--- src/rtl/reg_bus_pkg.sv ---
// Shared definitions for the two-master peripheral register bus arbiter.
package reg_bus_pkg;

    localparam int unsigned DEF_INDEX_WIDTH = 12;
    localparam int unsigned DEF_DATA_WIDTH  = 16;

    typedef enum logic [1:0] {
        StIdle,
        StIssue,
        StWait,
        StResp
    } arb_state_e;

    localparam logic M0 = 1'b0;
    localparam logic M1 = 1'b1;

endpackage

--- src/rtl/rr_arbiter2.sv ---
// Two-requester grant logic. REG_ARB_ROUND_ROBIN_EN selects round-robin tie breaking;
// otherwise requester 0 has fixed priority and no pointer state exists.
module rr_arbiter2
    import reg_bus_pkg::*;
(
    input  logic       clk,
    input  logic       reset_n,
    input  logic       req0_i,
    input  logic       req1_i,
    input  logic       en_i,
    output logic [1:0] gnt_o
);

`ifdef REG_ARB_ROUND_ROBIN_EN
    logic last_q, last_d;

    always_comb begin
        gnt_o = 2'b00;
        if (req0_i && req1_i) begin
            gnt_o = (last_q == M1) ? 2'b01 : 2'b10;
        end else if (req0_i) begin
            gnt_o = 2'b01;
        end else if (req1_i) begin
            gnt_o = 2'b10;
        end
        last_d = last_q;
        if (en_i && (gnt_o != 2'b00)) begin
            last_d = gnt_o[1] ? M1 : M0;
        end
    end

    always_ff @(posedge clk or negedge reset_n) begin
        if (!reset_n) begin
            last_q <= M1;
        end else begin
            last_q <= last_d;
        end
    end
`else
    always_comb begin
        gnt_o = 2'b00;
        if (req0_i) begin
            gnt_o = 2'b01;
        end else if (req1_i) begin
            gnt_o = 2'b10;
        end
    end

    logic unused_ok;
    assign unused_ok = ^{clk, reset_n, en_i};
`endif

endmodule

--- src/rtl/reg_bus_arbiter.sv ---
// Arbitrates two masters onto the strobe-based register bus, one access per four cycles.
// Tie policy set by REG_ARB_ROUND_ROBIN_EN inside rr_arbiter2.
module reg_bus_arbiter
    import reg_bus_pkg::*;
#(
    parameter int unsigned INDEX_WIDTH = DEF_INDEX_WIDTH,
    parameter int unsigned DATA_WIDTH  = DEF_DATA_WIDTH
) (
    input  logic                   clk,
    input  logic                   reset_n,
    input  logic                   m0_req,
    input  logic                   m0_write,
    input  logic [INDEX_WIDTH-1:0] m0_index,
    input  logic [DATA_WIDTH-1:0]  m0_wdata,
    output logic                   m0_ack,
    output logic [DATA_WIDTH-1:0]  m0_rdata,
    input  logic                   m1_req,
    input  logic                   m1_write,
    input  logic [INDEX_WIDTH-1:0] m1_index,
    input  logic [DATA_WIDTH-1:0]  m1_wdata,
    output logic                   m1_ack,
    output logic [DATA_WIDTH-1:0]  m1_rdata,
    output logic [INDEX_WIDTH-1:0] register_index_o,
    output logic                   register_read_o,
    output logic                   register_write_o,
    output logic [DATA_WIDTH-1:0]  register_write_value_o,
    input  logic [DATA_WIDTH-1:0]  register_read_value_i,
    output logic [1:0]             grant_o
);

    arb_state_e             state_q, state_d;
    logic [1:0]             grant_q, grant_d;
    logic                   write_q, write_d;
    logic [INDEX_WIDTH-1:0] index_q, index_d;
    logic [DATA_WIDTH-1:0]  wdata_q, wdata_d;
    logic                   rd_stb_q, rd_stb_d;
    logic                   wr_stb_q, wr_stb_d;
    logic                   ack0_q, ack0_d;
    logic                   ack1_q, ack1_d;
    logic [DATA_WIDTH-1:0]  rdata0_q, rdata0_d;
    logic [DATA_WIDTH-1:0]  rdata1_q, rdata1_d;
    logic [1:0]             arb_gnt;
    logic                   sel_write;

    rr_arbiter2 u_rr_arbiter2 (
        .clk     (clk),
        .reset_n (reset_n),
        .req0_i  (m0_req),
        .req1_i  (m1_req),
        .en_i    (state_q == StIdle),
        .gnt_o   (arb_gnt)
    );

    always_comb begin
        state_d   = state_q;
        grant_d   = grant_q;
        write_d   = write_q;
        index_d   = index_q;
        wdata_d   = wdata_q;
        rd_stb_d  = 1'b0;
        wr_stb_d  = 1'b0;
        ack0_d    = 1'b0;
        ack1_d    = 1'b0;
        rdata0_d  = rdata0_q;
        rdata1_d  = rdata1_q;
        sel_write = 1'b0;
        unique case (state_q)
            StIdle: begin
                if (arb_gnt != 2'b00) begin
                    sel_write = arb_gnt[1] ? m1_write : m0_write;
                    grant_d   = arb_gnt;
                    write_d   = sel_write;
                    index_d   = arb_gnt[1] ? m1_index : m0_index;
                    wdata_d   = arb_gnt[1] ? m1_wdata : m0_wdata;
                    rd_stb_d  = !sel_write;
                    wr_stb_d  = sel_write;
                    state_d   = StIssue;
                end
            end
            StIssue: begin
                state_d = StWait;
            end
            StWait: begin
                // Peripheral data is valid only now; capture it into the owner's rdata.
                if (grant_q[1]) begin
                    ack1_d   = 1'b1;
                    rdata1_d = write_q ? '0 : register_read_value_i;
                end else begin
                    ack0_d   = 1'b1;
                    rdata0_d = write_q ? '0 : register_read_value_i;
                end
                state_d = StResp;
            end
            StResp: begin
                grant_d = 2'b00;
                state_d = StIdle;
            end
            default: begin
                state_d = StIdle;
            end
        endcase
    end

    always_ff @(posedge clk or negedge reset_n) begin
        if (!reset_n) begin
            state_q  <= StIdle;
            grant_q  <= 2'b00;
            write_q  <= 1'b0;
            index_q  <= '0;
            wdata_q  <= '0;
            rd_stb_q <= 1'b0;
            wr_stb_q <= 1'b0;
            ack0_q   <= 1'b0;
            ack1_q   <= 1'b0;
            rdata0_q <= '0;
            rdata1_q <= '0;
        end else begin
            state_q  <= state_d;
            grant_q  <= grant_d;
            write_q  <= write_d;
            index_q  <= index_d;
            wdata_q  <= wdata_d;
            rd_stb_q <= rd_stb_d;
            wr_stb_q <= wr_stb_d;
            ack0_q   <= ack0_d;
            ack1_q   <= ack1_d;
            rdata0_q <= rdata0_d;
            rdata1_q <= rdata1_d;
        end
    end

    assign m0_ack                 = ack0_q;
    assign m1_ack                 = ack1_q;
    assign m0_rdata               = rdata0_q;
    assign m1_rdata               = rdata1_q;
    assign register_index_o       = index_q;
    assign register_read_o        = rd_stb_q;
    assign register_write_o       = wr_stb_q;
    assign register_write_value_o = wdata_q;
    assign grant_o                = grant_q;

endmodule

--- config.mk ---
export PLATFORM = sky130hd
export DESIGN_NAME = reg_bus_arbiter
export DESIGN_NICKNAME = d
export VERILOG_FILES = /design/src/rtl/reg_bus_pkg.sv /design/src/rtl/rr_arbiter2.sv /design/src/rtl/reg_bus_arbiter.sv
export SDC_FILE = /design/constraint.sdc
export NUM_CORES = 1
export LEC_CHECK = 0
export BUFFER_PORTS_ARGS = -buffer_cell sky130_fd_sc_hd__buf_2
export CORE_MARGIN = 1
export CORE_UTILIZATION = 50
export CTS_CLUSTER_SIZE = 24
export DETAILED_ROUTE_END_ITERATION = 8
export PLACE_DENSITY_LB_ADDON = 0.25
export SLEW_MARGIN = 30
export SYNTH_ARGS = -nofsm -noshare
export SYNTH_HDL_FRONTEND = slang
export SYNTH_SLANG_ARGS = --single-unit
--- constraint.sdc ---
create_clock -name clk -period 2.25 [get_ports clk]
set_input_delay 0.45 -clock clk [delete_from_list [all_inputs] [get_ports clk]]
set_output_delay 0.45 -clock clk [all_outputs]
set_load 0.01 [all_outputs]
==> metrics.txt <==
DRC violations left 0; leakage power 0.00203 uW; fmax 601 MHz; CP max FO 29; pin count of the biggest net entering global routing 70; global route overflow 0; first-pass GRT wire length 11.3 mm; CTS hold repair buffers 0; Core ar. 0.00606 mm2; Avg Inst Size Synth 10.1 um2; die area 0.00675 mm2; Layout Cells excl Fill 534; clk slew on worst S/H paths 0.08 ns; GPL Wtd Cong 0.698; sequential area share after synthesis 0.538; number of max-cap violations 0; Hold Crit Class input pin to asynchronous set/reset pin; critical path required time 2.43 ns; top post-synthesis cells by area dfrtp_1, nand3b_1, o21ai_1; setup TNS 0 ns; CTS tree yes; 1st-pass router iterations 4; worst r2r src state_q[0]$_DFFE_PN0P_; Total GRT Usage 0.221; post-DR vias/cell 5.24; Final Max Tran Viols 0; yosys synthesis warning count 0; Starting DRT DRC Count 94; area leader, netlist dfrtp_1; CTS Buffer Depth 2; Setup CP Type register to register; synthesized cell area 0.00321 mm2; outcome completed; commonest non-fill, non-tap cell in the layout buf_2; nets@finish 535; Final Setup Violations 0; RSZ-0062 raised after global routing false; Clock Skew 0.00758 ns; Cell Rows 28; Final Core Density 0.687; Syn Inst Count 319; vias in the first global route 2,543; maximum vdd drop 0.758 mV; count of cell types in the netlist 27; CTS Buf Count 9; ratio of cells with drive above 1 in the final layout 0.388; CP endpoint kind register; starting density of the core 0.530; r2r setup slk 0.59 ns; Die Ht 82.1 um; worst-margin pin slew approximately 0.66 ns; number of synthesized register bits 69; fin crit share 0.739; DRT antenna net count 0; # diodes 0; CTS Sinks 69; placed cell count just over 500; initial antenna violation count 0; relative slew slack 0.560; Period minus WS final roughly 1.7 ns; DR vias approximately 2,800; Syn Nets 400; number of buffers added on ports 143; CTS Root Buffer Type clkbuf_8; Fin. Hold Viols 0; Setup crit start kind register; CP arrival 1.84 ns; HPWL Detailed 4.95 mm; worst r2r dst register_write_value_o[3]$_DFFE_PN0P_; chip width 82.1 um; most frequent cells in the layout buf_2, dfrtp_1, nand2_1; Total Wirelength 7.39 mm; Post-CTS Setup Inserts 0; worst-skew pair later-pin latency 0.33 ns; drt wl/cell 13.8 um; H-tree levels 3; PD cells 1430 mW/mm2; io pins approximately 140; Area Growth Syn to Fin 29.7%; Worst R2R Path Depth 5; post-cts gate resize count 0; post-synth top area share 0.538; Tot Pwr 5940 uW
==> synthesized netlist by cell type <==
library cell and n:
o21ai_1 33, buf_6 5, inv_1 6, buf_4 7, dfrtp_1 69, nor2b_1 3
a32o_1 2, a31oi_1 1, nand3b_1 28, o21ai_0 27, ha_1 3, o22ai_1 18
o22ai_2 10, clkbuf_2 1, nand2b_1 18, a22oi_1 1, inv_2 1, nand2_2 1
nor2_1 4, buf_2 8, a21oi_1 30, mux2i_1 1, nand2_1 34, or2_0 1
clkbuf_1 5, mux2_1 1, a31o_1 1
==> worst max-delay path by stage <==
stage | from | endpoint | slack [ns] | depth (start not counted)
final | state_q[0]$_DFFE_PN0P_ | register_write_value_o[3]$_DFFE_PN0P_ | 0.59 | 5
after floorplan | state_q[0]$_DFFE_PN0P_ | register_index_o[0]$_DFFE_PN0P_ | 0.96 | 7
after detailed placement | state_q[0]$_DFFE_PN0P_ | register_write_value_o[3]$_DFFE_PN0P_ | 0.57 | 5
after global routing | state_q[0]$_DFFE_PN0P_ | register_index_o[1]$_DFFE_PN0P_ | 0.40 | 5
after global placement | state_q[0]$_DFFE_PN0P_ | register_write_value_o[11]$_DFFE_PN0P_ | 0.62 | 5
after CTS | state_q[0]$_DFFE_PN0P_ | register_write_value_o[3]$_DFFE_PN0P_ | 0.58 | 5
==> critical path, stage by stage (launching register included) <==
cell and delay [ns]:
dfrtp_1 0.38, inv_1 0.10, ha_2 0.28, nand2_2 0.42
o22ai_1 0.25, a21oi_1 0.08
==> cell type report <==
type | count | area [um2]
multi-input combinational | 217 | 1290
tap | 75 | 93.8
clock inverter | 5 | 108
inverter | 7 | 26.3
sequential | 69 | 1730
clock buffer | 11 | 141
fill | 473 | 1900
timing repair buffer | 150 | 781
==> per-layer routing <==
metal	vias up	GRT usage	wire, um
met4	0	0.0947	44
met2	109	0.381	3560
li1	1400	-	-
met3	6	0.0429	483
met1	1282	0.270	3300
met5	-	0	0
==> registers in the layout (all words and copies together), names as in the netlist, 2 cells and up <==
name / cells
state_q: 2
register_write_value_o: 16
grant_o: 2
m0_rdata: 16
register_index_o: 12
m1_rdata: 16
==> through the flow <==
step | setup WS [ns] | hold slack (ns) | cell area (um2)
after floorplan | 0.956 | 0.154 | 3210
after CTS | 0.576 | 0.127 | 4170
final | 0.586 | 0.122 | 4170
after global placement | 0.625 | 0.457 | 3920
after global routing | 0.405 | 0.145 | 4170
after detailed placement | 0.575 | 0.469 | 3920
==> report_power, final <==
group	switching (uW)	internal [uW]	leakage [uW]	total (uW)
Combinational	1380	1100	0.00105	2480
Sequential	397	1830	0.000858	2220
Clock	464	771	0.000124	1240
==> kinds of logic (layout without fill, tap and decap cells) <==
kind of cell | after synthesis | in the layout | share of synthesized area
AO/OA/AOI/OAI | 123 | 123 | 0.228
AND/OR/NAND/NOR | 89 | 89 | 0.155
flip-flops | 69 | 69 | 0.538
buffers and inverters | 33 | 173 | 0.0619
adder cells (fa/ha/maj) | 3 | 3 | 0.0117
multiplexers | 2 | 2 | 0.00662
Power figures use the tool's default switching activity.
